==> src/rtl/message_loader.sv <==
// rtl/message_loader.sv - scrolling-text message memory, writer side with commit lock
//
// Purpose:
//   Accepts character codes over a valid/ready handshake into a DEPTH x DW
//   register file, locks the message on commit, and exposes a zero-latency
//   combinational read port for the LED display driver. A clear pulse blanks
//   the memory one entry per cycle and restarts loading.
//
// Optional feature (macro MSG_FILL_EN):
//   When defined, a commit of L characters (0 < L < DEPTH) first replicates
//   the message across the unused entries (mem[i] = char[i mod L]) so the
//   scroll wraps seamlessly, then locks. When undefined, commit locks
//   immediately and unused entries stay blank.
//
// Ports:
//   clk         in   1     system clock, all state on rising edge
//   reset       in   1     asynchronous, active-high
//   char_in     in   DW    character code to store
//   char_valid  in   1     char_in valid this cycle
//   char_ready  out  1     loader can accept a character
//   commit      in   1     one-cycle pulse: lock current message
//   clear       in   1     one-cycle pulse: erase message, restart
//   busy        out  1     clear or fill sequence in progress
//   msg_valid   out  1     message locked and ready for display
//   msg_len     out  AW+1  number of characters stored (0..DEPTH)
//   rd_addr     in   AW    display read address
//   rd_data     out  DW    mem[rd_addr], combinational

module message_loader #(
  parameter int            DEPTH      = 16,
  parameter int            AW         = 4,
  parameter int            DW         = 4,
  parameter logic [DW-1:0] BLANK_CHAR = '0
) (
  input  logic          clk,
  input  logic          reset,
  input  logic [DW-1:0] char_in,
  input  logic          char_valid,
  output logic          char_ready,
  input  logic          commit,
  input  logic          clear,
  output logic          busy,
  output logic          msg_valid,
  output logic [AW:0]   msg_len,
  input  logic [AW-1:0] rd_addr,
  output logic [DW-1:0] rd_data
);

  localparam logic [1:0] S_LOAD   = 2'd0;
  localparam logic [1:0] S_CLEAR  = 2'd1;
  localparam logic [1:0] S_LOCKED = 2'd3;
`ifdef MSG_FILL_EN
  localparam logic [1:0] S_FILL   = 2'd2;
`endif

  localparam logic [AW:0]   LEN_FULL = (AW+1)'(DEPTH);
  localparam logic [AW-1:0] IDX_LAST = AW'(DEPTH-1);

  logic [1:0]    state_q, state_d;
  logic [AW-1:0] wr_ptr_q, wr_ptr_d;
  logic [AW-1:0] idx_q, idx_d;      // sweep index shared by CLEAR and FILL
  logic [AW:0]   len_q, len_d;
  logic [DW-1:0] mem_q [DEPTH];

  logic          accept;
  logic [AW:0]   len_acc;           // length including a same-cycle accept
  logic          we;
  logic [AW-1:0] waddr;
  logic [DW-1:0] wdata;

  assign char_ready = (state_q == S_LOAD) && (len_q != LEN_FULL);
  // clear outranks a character offered in the same cycle
  assign accept     = char_ready && char_valid && !clear;
  assign len_acc    = len_q + {{AW{1'b0}}, accept};

`ifdef MSG_FILL_EN
  assign busy       = (state_q == S_CLEAR) || (state_q == S_FILL);
`else
  assign busy       = (state_q == S_CLEAR);
`endif
  assign msg_valid  = (state_q == S_LOCKED);
  assign msg_len    = len_q;
  assign rd_data    = mem_q[rd_addr];

  always_comb begin
    state_d  = state_q;
    wr_ptr_d = wr_ptr_q;
    idx_d    = idx_q;
    len_d    = len_q;
    we       = 1'b0;
    waddr    = wr_ptr_q;
    wdata    = char_in;

    if (clear) begin
      // Accepted in every state; a clear mid-sweep restarts from entry 0.
      state_d  = S_CLEAR;
      idx_d    = '0;
      wr_ptr_d = '0;
      len_d    = '0;
    end else begin
      case (state_q)
        S_LOAD: begin
          if (accept) begin
            we       = 1'b1;
            wr_ptr_d = wr_ptr_q + 1'b1;
            len_d    = len_acc;
          end
          if (commit && (len_acc != '0)) begin
`ifdef MSG_FILL_EN
            if (len_acc == LEN_FULL) begin
              state_d = S_LOCKED;
            end else begin
              state_d = S_FILL;
              idx_d   = len_acc[AW-1:0];
            end
`else
            state_d = S_LOCKED;
`endif
          end
        end
        S_CLEAR: begin
          we    = 1'b1;
          waddr = idx_q;
          wdata = BLANK_CHAR;
          idx_d = idx_q + 1'b1;
          if (idx_q == IDX_LAST) begin
            state_d = S_LOAD;
          end
        end
`ifdef MSG_FILL_EN
        S_FILL: begin
          // Source entry i-L was either loaded or filled on an earlier cycle,
          // so copying forward yields mem[i] = char[i mod L].
          we    = 1'b1;
          waddr = idx_q;
          wdata = mem_q[idx_q - len_q[AW-1:0]];
          idx_d = idx_q + 1'b1;
          if (idx_q == IDX_LAST) begin
            state_d = S_LOCKED;
          end
        end
`endif
        default: begin
          // LOCKED: held until clear
        end
      endcase
    end
  end

  always_ff @(posedge clk or posedge reset) begin
    if (reset) begin
      state_q  <= S_LOAD;
      wr_ptr_q <= '0;
      idx_q    <= '0;
      len_q    <= '0;
    end else begin
      state_q  <= state_d;
      wr_ptr_q <= wr_ptr_d;
      idx_q    <= idx_d;
      len_q    <= len_d;
    end
  end

  always_ff @(posedge clk or posedge reset) begin
    if (reset) begin
      for (int i = 0; i < DEPTH; i++) begin
        mem_q[i] <= BLANK_CHAR;
      end
    end else if (we) begin
      mem_q[waddr] <= wdata;
    end
  end

endmodule
==> config.mk <==
export PLATFORM = sky130hd
export DESIGN_NAME = message_loader
export DESIGN_NICKNAME = d
export VERILOG_FILES = /design/src/rtl/message_loader.sv
export SDC_FILE = /design/constraint.sdc
export NUM_CORES = 1
export LEC_CHECK = 0
export CAP_MARGIN = 20
export CORE_MARGIN = 3
export CORE_UTILIZATION = 40
export CTS_CLUSTER_DIAMETER = 30
export DETAILED_ROUTE_END_ITERATION = 7
export GPL_ROUTABILITY_DRIVEN = 1
export GPL_TIMING_DRIVEN = 0
export HOLD_SLACK_MARGIN = 0.08
export SLEW_MARGIN = 0
export SYNTH_ARGS = -nofsm -noshare
export SYNTH_HDL_FRONTEND = slang
export SYNTH_SLANG_ARGS = --single-unit
==> constraint.sdc <==
create_clock -name clk -period 4.25 [get_ports clk]
set_input_delay 1.0625 -clock clk [delete_from_list [all_inputs] [get_ports clk]]
set_output_delay 1.0625 -clock clk [all_outputs]
set_load 0.01 [all_outputs]
## After elaboration in Yosys (flattened, before gate mapping)

Index checks and enable logic that the tools add are counted.
Widths: inputs -> output; s select.

- Register bits after elaboration: 79
- Input bits: 13
- Output and inout bits: 12
- Word-level logic and storage cells: 73

- Add/sub/neg operators: 3
- $lt $le $gt $ge: 3
- Equality and inequality tests: 6
- Multiplexer cells: 25
- Bitwise gates (word level): 2
- Reduce and logical (&&, ||, !) cells: 14

Operators with widths:

| kind | number |
|---|---|
| $bwmux 64 | 1 |
| $mux 4 | 12 |
| $bmux 4 s4 | 1 |
| $demux 4 s4 | 1 |
| $mux 5 | 3 |
| $ge 5x5->1 const B | 2 |
| $not 4->5 | 2 |
| $add 4x1->4 const B | 2 |
| $mux 2 | 3 |
| $ne 3x2->1 const B | 2 |
| $reduce_bool 2->1 | 3 |
| $add 5x1->5 | 1 |
| $logic_and 1x1->1 | 5 |
| $lt 5x1->1 const B | 1 |
| $ne 5x5->1 const B | 1 |
| $reduce_bool 5->1 | 1 |
| $eq 4x4->1 const B | 1 |
| $pmux 2 s2 | 1 |
| $reduce_and 3->1 | 1 |
| $reduce_bool 3->1 | 1 |
| $eq 2x1->1 const B | 1 |
| $eq 2x2->1 const B | 1 |
| $logic_not 2->1 | 1 |
| $mux 1 | 2 |
| 3 further kinds | 3 |

## Depth between registers and ports, before layout

Gate-level depths: netlist of run 1.

- Depth in word-level cells: 10
- Depth in mapped cells: 11
- Mapped depth without buffers: 9

## Least setup slack after synthesis of run 1

No wires, ideal clock.

- Path kind: input to output
- Start: in rd_addr[0]
- End: out rd_data[2]
- Data arrival time: 2,372 ps
- Data required time: 3,188 ps
- Setup slack: 816 ps
- Stages: 5
- Buffers on the path: 2
- Path through: buf_2 -> buf_2 -> mux4_2 -> a22oi_1 -> nand2_1

- Cells in the longest elaborated chain, start to end: 4

Ends and longest elaborated chain:

| item | line | source |
|---|---|---|
| start: declaration | 45 | `input logic [AW-1:0] rd_addr,` |
| $not 4->5 (implied by the code) | 83 | `assign rd_data = mem_q[rd_addr];` |
| $bmux 4 s4 | 83 |  |
| $mux 4 (implied by the code) (2 in a row) | 83 |  |
| end: declaration | 46 | `output logic [DW-1:0] rd_data` |

Every way passes these cells. The select of a mux whose other input is x is not followed.

## Worst setup path after layout of run 1

- Start: in rd_addr[1]
- End: out rd_data[2]

Same word-level chain as after synthesis.

==> summary.md, run 1 <==
| Metric | Value |
|---|---|
| Outcome | `complete, no violations` |
| First-pass GRT wire length | `approximately 16000 um` |
| CP Class | `in -> out` |
| Post-synth top cells | `79 x dfrtp_1, 48 x mux2_2, 23 x nand3_1` |
| Reg2Reg Depth | `11` |
| Hold Path Stages | `1` |
| Pre-CTS setup slack | `-0.1283 ns` |
| Starting Density | `a little over two fifths` |
| Clock Path Buffers | `2` |
| Largest net degree at the start of global routing | `65` |
| Maximum vdd drop | `~0.19 mV` |
| Die span in x | `110.1 um` |
| Hold Path Class | `reg -> reg` |
| IO Count | `25` |
| Sequential area share after synthesis | `a little under half` |
| Yosys top cell area share | `45.57%` |
| Antenna fix cells | `0` |
| Layout cell share with drive strength beyond 1 | `35.00%` |
| Gate power share | `between 10% and 20%` |
| RR Startpoint | `state_q[1]` |
| DP Wirelength | `6864 um` |
| Final nets | `392` |
| Core area | `between 0.01 and 0.015 mm^2` |
| Unrepaired setup endpoints after global routing | `false` |
| Area contributors post-synth | `dfrtp_1 46%, mux2_2 12%, mux4_2 8.3%, mux2_4 5.5%, nand3_1 2.7%` |
| Final setup margin | `between 0.15 and 0.2 ns` |
| Peak Freq | `0.2460 GHz` |
| Total global-route track usage | `between 10% and 20%` |
| Clk root buf | `clkbuf_8` |
| Synth async-reset ratio | `100.0%` |
| RePlAce Congestion | `0.8918` |
| Slowest-stage cell, CP | `clkdlybuf4s50_1` |
| Syn. warnings | `0` |
| # Max-Cap Violations | `0` |
| P_leak | `~0.0022 uW` |
| Placed Area | `~0.0047 mm^2` |
| Routed vias/inst | `5.465` |
| Worst-path fanout max | `10` |
| Most frequent cell after synthesis | `dfrtp_1` |
| Cell variety after synth | `43` |
| Post-synth top area cell | `dfrtp_1` |
| #FFs+latches synth | `just under 80` |
| Routed vias | `~2800` |
| CP required | `about 3.2 ns` |
| Hold path endpoint | `mem_q[26]` |
| R2R Setup Slk | `around 1.3 ns` |
| Register share of total power | `~48%` |
| Cells after synthesis | `roughly 340` |
| 1st-iter DRT viols | `roughly 150` |
| Final cycle utilization of the critical path | `between 90% and 100%` |
| CTS Hold Bufs | `0` |
| Router iterations before antenna repair | `4` |
| Total Power | `between 1500 and 2000 uW` |
| Post-CTS sizing | `1` |
| Hold Path Origin | `mem_q[26]` |
| WP data arrival | `3.00 ns` |
| Global route total overflow | `0` |
| Fin area | `0.004995 mm^2` |
| Synth Net Count | `approximately 360` |
| Net Sw Power | `between 400 and 500 uW` |
| Total Routed Length | `~9500 um` |
| Sw Ratio | `between 20% and 30%` |
| R2r endpoint | `state_q[0]` |
| Pwr dens | `around 350 mW/mm^2` |
| DRT antenna net count | `0` |
| Reg clk slew, reported paths | `roughly 0.070 ns` |
| Top FF cell, synth | `dfrtp_1` |
| Minimum clock period | `between 4 and 5 ns` |
| # clock sinks | `around 80` |
| Total CTS buffers | `9` |
| Crit start category | `primary input` |
| H-tree levels | `3` |
| Vias in the first global route | `2919` |
| Clock power frac | `between 30% and 40%` |
| FP Rows | `37` |
| # DRC | `0` |
| Syn avg cell area | `roughly 13 um^2` |
| Chip height | `110.1 um` |
| Final setup fails | `0` |
| Number of port buffers | `21` |
| Slew Viols, Final | `0` |
| Cell Area, Synth | `0.004338 mm^2` |
| Post-CTS setup buffer count | `0` |
| TritonCTS clock tree | `done` |
| Final Hold Slack | `slightly above 0.5 ns` |
| Filler cell count | `942` |
| Worst setup EP type | `primary output` |
| Antenna violations before repair | `0` |
| Worst skew pair latency | `~0.36 ns` |
| Worst Tran Pin Value | `0.5554 ns` |
| Final Hold Vio Count | `0` |
| Post-synth EDFFs | `0` |
| Max incr delay on CP | `~0.5 ns` |
| Relative slew slack | `approximately 63%` |
| DR WL/cell | `between 15 and 20 um` |
| Layout Skew | `0.01791 ns` |
| Setup Total Neg Slack | `0 ns` |
| Area Overhead vs Synth | `15.14%` |
| Power Internal | `~1300 uW` |
| Worst-path cell chain | `clkbuf_1 -> clkbuf_2 -> mux4_2 -> a22oi_1 -> nand2_1 -> clkdlybuf4s50_1` |
| Die area | `~0.012 mm^2` |
## area by class of cell
class,count,area [um^2],area share (%)
Multi-Input combinational cell,232,2193,43.91
Clock inverter,6,115.1,2.305
Tap cell,136,170.2,3.407
Timing Repair Buffer,22,237.7,4.760
Inverter,4,17.52,0.3507
Clock buffer,10,127.6,2.555
Sequential cell,79,1977,39.58
Buffer,27,156.4,3.131
## how the worst max path moves through the flow
| stage | start | end | slack, ns |
|---|---|---|---|
| detailed placement | rd_addr[1] | rd_data[1] | -0.13 |
| global route | rd_addr[1] | rd_data[2] | 0.01 |
| global placement | reset | mem_q[29] | -0.20 |
| floorplan | rd_addr[0] | rd_data[2] | 0.82 |
| CTS | rd_addr[0] | rd_data[2] | 0.06 |
| finish | rd_addr[1] | rd_data[2] | 0.18 |
## state kept, by name, indices dropped and copies added (netlist names)
| name | flops |
|---|---|
| msg_len | 5 |
| idx_q | 4 |
| state_q | 2 |
| mem_q | 64 |
| wr_ptr_q | 4 |
## stage by stage
| step | utilization [%] | instances |
|---|---|---|
| floorplan | - | 342 |
| global route | 47.95 | 516 |
| finish | 47.95 | 516 |
| detailed placement | 45.59 | 500 |
| global placement | 45.30 | 499 |
| CTS | 47.93 | 516 |
## power groups by stage
stage,clock (uW),sequential (uW),combinational (uW)
global route,735,838,227
detailed placement,0,846,210
CTS,700,831,211
global placement,0,844,203
floorplan,0,837,153
finish,686,831,208
## routing by layer
metal  share of wire [%]  track usage (%)  up-vias
li1                    -                -     1317
met1                  49            25.51     1454
met2                  47            26.86       40
met3                 2.6            2.446        9
met4                 1.0            4.749        0
met5                   0                0        -
## cells in the final DEF, fill, tap and decap left out, drive strengths merged, types with 2 or more instances in the layout
cell / instances
a22oi: 8
inv: 6
o21ai: 2
nand2: 11
bufinv: 3
nand4: 16
nand3: 23
mux2: 64
a211oi: 2
a21oi: 16
buf: 11
nor2b: 11
mux4: 16
xor2: 3
or3b: 2
dfrtp: 79
nor3b: 2
and2: 7
clkdlybuf4s50: 21
xnor2: 4
clkbuf: 27
ha: 4
nor2: 22
a21o: 4
mux2i: 2
or3: 3
## worst max-delay path: cells and delay by family
family                 cells  cell delay [ns]
buffers and inverters      3             1.25
AOI/OAI and AO/OA          1             0.19
and+or+nand+nor            1             0.09
muxes                      1             0.41
## cell families after synthesis
kind of cell	count (synthesis)	share of synthesized area, %
xor+xnor	7	1.413
fa+ha+maj	4	1.154
simple gates	100	12.66
compound gates	39	8.567
mux	82	26.77
flops	79	45.57
buf+inv	31	3.865
(Power assumes the default switching activity.)
==> inputs of run 2 (changes only) <==
Settings changed: CORE_MARGIN 3 to default.
==> summary.md, run 2 (same netlist as run 1, synthesis figures left out) <==
| Metric | Value |
|---|---|
| Worst Setup SP | `rd_addr[1] (unchanged)` |
| Largest register FFs | `64 (unchanged)` |
| CP required | `3.19 ns (about the same)` |
| Register share of total power | `53.6% (was 48.2%)` |
| Slew Viols, Final | `0 (unchanged)` |
| Minimum clock period | `4.067 ns (was 4.065 ns)` |
| Final Hold Vio Count | `0 (unchanged)` |
| FP Rows | `37 (unchanged)` |
| Area Overhead vs Synth | `13.50% (was 15.14%)` |
| Global route total overflow | `0 (unchanged)` |
| H-tree levels | `3 (unchanged)` |
| Filler cell count | `941 (was 942)` |
| WP data arrival | `3.00 ns (about the same)` |
| Clk root buf | `clkbuf_8 (unchanged)` |
| Hold Path Origin | `mem_q[54] (was mem_q[26])` |
| TritonCTS clock tree | `done (unchanged)` |
| Slowest-stage cell, CP | `clkdlybuf4s50_1 (unchanged)` |
| Pwr dens | `314.9 mW/mm^2 (was 345.4 mW/mm^2)` |
| Antenna violations before repair | `0 (unchanged)` |
| Hold Path Class | `reg -> reg (unchanged)` |
| Max incr delay on CP | `0.48 ns (was 0.49 ns)` |
| IO Count | `25 (unchanged)` |
| Routed vias/inst | `5.508 (was 5.465)` |
| Core area | `0.01042 mm^2 (unchanged)` |
| DP Wirelength | `6769 um (was 6864 um)` |
| Total Power | `1550 uW (was 1725 uW)` |
| Worst skew pair latency | `0.36 ns (about the same)` |
| Final nets | `392 (unchanged)` |
| Outcome | `complete, no violations (unchanged)` |
| Total CTS buffers | `9 (unchanged)` |
| Sw Ratio | `27.16% (was 24.17%)` |
| Unrepaired setup endpoints after global routing | `false (unchanged)` |
| DR WL/cell | `18.34 um (was 18.37 um)` |
| Net Sw Power | `421.1 uW (was 416.9 uW)` |
| Total Routed Length | `9465 um (was 9480 um)` |
| Area of the multi-input gates | `0.002193 mm^2 (unchanged)` |
| Total global-route track usage | `18.56% (was 17.33%)` |
| Most frequent cells in the layout | `79 x dfrtp_1, 48 x mux2_2, 23 x nand3_1 (unchanged)` |
| Starting Density | `41.65% (unchanged)` |
| Gate power share | `13.4% (was 12.0%)` |
| Router iterations before antenna repair | `4 (unchanged)` |
| Post-CTS setup buffer count | `0 (unchanged)` |
| Clock Path Buffers | `2 (unchanged)` |
| RR Startpoint | `state_q[1] (unchanged)` |
| Chip height | `106.1 um (was 110.1 um)` |
| Final cycle utilization of the critical path | `95.69% (was 95.65%)` |
| Largest net degree at the start of global routing | `57 (was 65)` |
| Crit start category | `primary input (unchanged)` |
| Die span in x | `106.1 um (was 110.1 um)` |
| Die area | `0.01127 mm^2 (was 0.01213 mm^2)` |
| DRT antenna net count | `0 (unchanged)` |
| Layout Skew | `0.01734 ns (was 0.01791 ns)` |
| Relative slew slack | `58.12% (was 62.97%)` |
| Worst setup EP type | `primary output (unchanged)` |
| Reg clk slew, reported paths | `0.07 ns (about the same)` |
| Routed vias | `2842 (was 2820)` |
| Final Util | `47.27% (was 47.95%)` |
| 1st-iter DRT viols | `197 (was 148)` |
| Vias in the first global route | `2853 (was 2919)` |
| Peak Freq | `0.2459 GHz (was 0.2460 GHz)` |
| Fin area | `0.004923 mm^2 (was 0.004995 mm^2)` |
| # Max-Cap Violations | `0 (unchanged)` |
| P_leak | `0.002176 uW (was 0.002207 uW)` |
| Worst-path fanout max | `10 (unchanged)` |
| FF+latch area | `0.001977 mm^2 (unchanged)` |
| Maximum vdd drop | `0.1575 mV (was 0.1895 mV)` |
| Placed Area | `0.004748 mm^2 (unchanged)` |
| Antenna fix cells | `0 (unchanged)` |
| CTS Hold Bufs | `0 (unchanged)` |
| Power Internal | `1129 uW (was 1308 uW)` |
| Clock power frac | `32.9% (was 39.8%)` |
| Worst Tran Pin Value | `0.6283 ns (was 0.5554 ns)` |
| Most common cell after layout, fill and taps aside | `dfrtp_1 (unchanged)` |
| # DRC | `0 (unchanged)` |
| Biggest register | `mem_q (unchanged)` |
| Final Hold Slack | `0.5087 ns (was 0.5075 ns)` |
| Number of port buffers | `21 (unchanged)` |
| Worst-path cell chain | `clkbuf_1 -> clkbuf_2 -> mux4_2 -> a22oi_1 -> nand2_1 -> clkdlybuf4s50_1 (unchanged)` |
| RePlAce Congestion | `0.8365 (was 0.8918)` |
| Setup Total Neg Slack | `0 ns (unchanged)` |
| Final setup fails | `0 (unchanged)` |
| First-pass GRT wire length | `15750 um (was 16040 um)` |
| CP Class | `in -> out (unchanged)` |
| # clock sinks | `79 (unchanged)` |
| Layout cell share with drive strength beyond 1 | `35.00% (unchanged)` |
-- run 2: power groups by stage --
| stage | logic, uW | clock network [uW] | registers, uW |
|---|---|---|---|
| global placement | 203 | 0 | 844 |
| floorplan | 153 | 0 | 837 |
| detailed placement | 211 | 0 | 846 |
| finish | 208 | 511 | 831 |
| CTS | 212 | 520 | 831 |
| global route | 227 | 557 | 837 |
-- run 2: what timing repair did --
action	in CTS	in global routing
endpoints found under the setup margin	4	1
resized for setup	1	1
cloned	0	0
-- run 2: through the flow --
step	worst slack, ns	cells
after detailed placement	-0.08044	500
after floorplan	0.8159	342
after CTS	0.05905	516
after global routing	0.06413	516
after global placement	-0.2007	499
final	0.1832	516
-- run 2: final timing paths --
kind	endpoint	slack, ns	cells past startpoint
max in group asynchronous	mem_q[14]	2.64	3
min in group asynchronous	idx_q[3]	1.02	2
hold / removal	mem_q[54]	0.51	1
setup reg to reg	state_q[0]	1.36	11
hold reg to reg	mem_q[54]	0.51	1
setup / recovery	rd_data[1]	0.18	6
-- run 2: layer usage --
metal / track usage, % / share of wire, %
met1: 27.15 / 50
met2: 27.78 / 46
met3: 3.004 / 2.5
met4: 6.647 / 1.7
met5: 0 / 0
-- run 2: critical path: cells and delay by family --
kind                   cells  cell delay [ns]
buffers and inverters      3             1.25
multiplexers               1             0.39
AO/OA/AOI/OAI              1             0.21
AND/OR/NAND/NOR            1             0.09
-- run 2: area by class of cell --
class                           count  share of cell area [%]
Buffer                             27                   3.177
Timing Repair Buffer               22                   4.828
Sequential cell                    79                   40.15
Multi-Input combinational cell    232                   44.55
Clock buffer                       10                   2.592
Clock inverter                      6                  0.8895
Tap cell                          136                   3.456
Inverter                            4                  0.3558
==> inputs of run 3 (changes only) <==
Settings changed: RECOVER_POWER from default to 50.
==> summary.md, run 3 (same netlist as run 1, synthesis figures left out) <==
| Metric | Value |
|---|---|
| Outcome | `complete, no violations (unchanged)` |
| Sw Ratio | `27.17% (was 27.16%)` |
| Met3 wire length | `249 um (was 235 um)` |
| IO Count | `25 (unchanged)` |
| Chip height | `106.1 um (unchanged)` |
| Die span in x | `106.1 um (unchanged)` |
| Crit start category | `primary input (unchanged)` |
| First-pass GRT wire length | `15750 um (unchanged)` |
| WP data arrival | `3.01 ns (was 3.00 ns)` |
| Unrepaired setup endpoints after global routing | `false (unchanged)` |
| # DRC | `0 (unchanged)` |
| Core area | `0.01042 mm^2 (unchanged)` |
| P_leak | `0.002160 uW (was 0.002176 uW)` |
| Clk root buf | `clkbuf_8 (unchanged)` |
| Net Sw Power | `419.9 uW (was 421.1 uW)` |
| Delay-heaviest family, CP | `buffers and inverters (unchanged)` |
| Largest net degree at the start of global routing | `57 (unchanged)` |
| RePlAce Congestion | `0.8365 (unchanged)` |
| Layout Skew | `0.01703 ns (was 0.01734 ns)` |
| Peak Freq | `0.2458 GHz (was 0.2459 GHz)` |
| Final Hold Vio Count | `0 (unchanged)` |
| Maximum vdd drop | `0.1575 mV (about the same)` |
| Final Util | `46.92% (was 47.27%)` |
| Final setup margin | `0.1812 ns (was 0.1832 ns)` |
| Global route total overflow | `0 (unchanged)` |
| Pre-CTS setup slack | `-0.08044 ns (unchanged)` |
| Slew Viols, Final | `0 (unchanged)` |
| Antenna violations before repair | `0 (unchanged)` |
| Uppermost layer routed | `met4 (unchanged)` |
| Worst skew pair latency | `0.36 ns (about the same)` |
| Starting Density | `41.65% (unchanged)` |
| Die area | `0.01127 mm^2 (unchanged)` |
| Layout cell share with drive strength beyond 1 | `34.21% (was 35.00%)` |
| DP Wirelength | `6769 um (unchanged)` |
| Largest register FFs | `64 (unchanged)` |
| Hold Path Class | `reg -> reg (unchanged)` |
| Final nets | `392 (unchanged)` |
| Worst Tran Pin Value | `1.392 ns (was 0.6283 ns)` |
| Max incr delay on CP | `0.48 ns (about the same)` |
| CP required | `3.19 ns (about the same)` |
| # Max-Cap Violations | `0 (unchanged)` |
| Placed cells | `500 (unchanged)` |
| Pwr dens | `316.2 mW/mm^2 (was 314.9 mW/mm^2)` |
| H-tree levels | `3 (unchanged)` |
| DRT antenna net count | `0 (unchanged)` |
| Biggest register | `mem_q (unchanged)` |
| Reg2Reg Depth | `11 (unchanged)` |
| Total Routed Length | `9491 um (was 9465 um)` |
| Antenna fix cells | `0 (unchanged)` |
| Gate power share | `13.2% (was 13.4%)` |
| Non-filler cells, final | `516 (unchanged)` |
| Clock power frac | `33.0% (was 32.9%)` |
| Final setup fails | `0 (unchanged)` |
| Worst setup EP type | `primary output (unchanged)` |
| Total CTS buffers | `9 (unchanged)` |
| DR WL/cell | `18.39 um (was 18.34 um)` |
| Hold Path Stages | `1 (unchanged)` |
| Router iterations before antenna repair | `4 (unchanged)` |
| CP Class | `in -> out (unchanged)` |
| Most frequent cells in the layout | `79 x dfrtp_1, 48 x mux2_2, 23 x nand3_1 (unchanged)` |
| Clock Path Buffers | `2 (unchanged)` |
| Total global-route track usage | `18.56% (unchanged)` |
| # clock sinks | `79 (unchanged)` |
| Slowest-stage cell, CP | `clkdlybuf4s50_1 (unchanged)` |
| Crit path depth | `6 (unchanged)` |
| Filler cell count | `950 (was 941)` |
| Total Power | `1545 uW (was 1550 uW)` |
| Worst-path cell chain | `clkbuf_1 -> clkbuf_2 -> mux4_2 -> a22oi_1 -> nand2_1 -> clkdlybuf4s50_1 (unchanged)` |
| Power Internal | `1126 uW (was 1129 uW)` |
| Number of port buffers | `21 (unchanged)` |
| Routed vias/inst | `5.500 (was 5.508)` |
| 1st-iter DRT viols | `165 (was 197)` |
| Minimum clock period | `4.069 ns (was 4.067 ns)` |
| Worst-path fanout max | `10 (unchanged)` |
| Reg clk slew, reported paths | `0.07 ns (about the same)` |
| FP Rows | `37 (unchanged)` |
| Final cycle utilization of the critical path | `95.74% (was 95.69%)` |
| WL met2 | `4353 um (was 4357 um)` |
| TritonCTS clock tree | `done (unchanged)` |
| Register share of total power | `53.8% (was 53.6%)` |
| CP Buf/Inv Count | `3 (unchanged)` |
| Vias in the first global route | `2853 (unchanged)` |
| Most common cell after layout, fill and taps aside | `dfrtp_1 (unchanged)` |
| Relative slew slack | `7.206% (was 58.12%)` |
| WL met1 | `4731 um (was 4715 um)` |
| Routed vias | `2838 (was 2842)` |
| Area Overhead vs Synth | `12.66% (was 13.50%)` |
## run 3: timing repair
action / CTS / global route
pin swaps: 0 / 0
setup buffers: 0 / 0
hold buffers: 0 / 0
endpoints found under the hold margin: 0 / 0
setup endpoints to repair: 4 / 1
resized for setup: 1 / 1
## run 3: path summary, 6_finish.rpt
path | from | endpoint | slack, ns
worst max-delay path | rd_addr[1] | rd_data[1] | 0.18
worst min-delay path | mem_q[54] | mem_q[54] | 0.51
worst max register to register | state_q[1] | state_q[0] | 1.36
worst min register to register | mem_q[54] | mem_q[54] | 0.51
max in group asynchronous | reset | mem_q[14] | 1.02
min in group asynchronous | reset | idx_q[3] | 1.36
## run 3: layout make-up
type	instances	area, um^2	area share, %
sequential	79	1977	40.45
multi-input combinational	232	2190	44.80
tap	136	170.2	3.482
inverter	4	16.27	0.3328
timing repair buffer	22	215.2	4.403
buffer	27	147.6	3.021
clock inverter	6	43.79	0.8961
clock buffer	10	127.6	2.611
## run 3: per-stage QoR
| stage | hold slack, ns | cell area, um^2 | setup TNS, ns |
|---|---|---|---|
| floorplan | 0.4740 | 4338 | 0 |
| global placement | 0.4829 | 4718 | -15.73 |
| detailed placement | 0.4904 | 4748 | -0.1550 |
| CTS | 0.5099 | 4921 | 0 |
| global route | 0.5142 | 4887 | 0 |
| finish | 0.5086 | 4887 | 0 |
## run 3: power by group through the flow
stage	Clock (uW)	Combinational, uW	Sequential (uW)
2_1_floorplan	0	153	837
3_3_place_gp	0	203	844
3_5_place_dp	0	211	846
4_1_cts	520	212	831
5_1_grt	557	223	837
6_report	510	204	831
## run 3: per-layer routing
layer	vias up	track usage, %
li1	1319	-
met1	1460	27.15
met2	46	27.78
met3	13	3.004
met4	0	6.647
met5	-	0
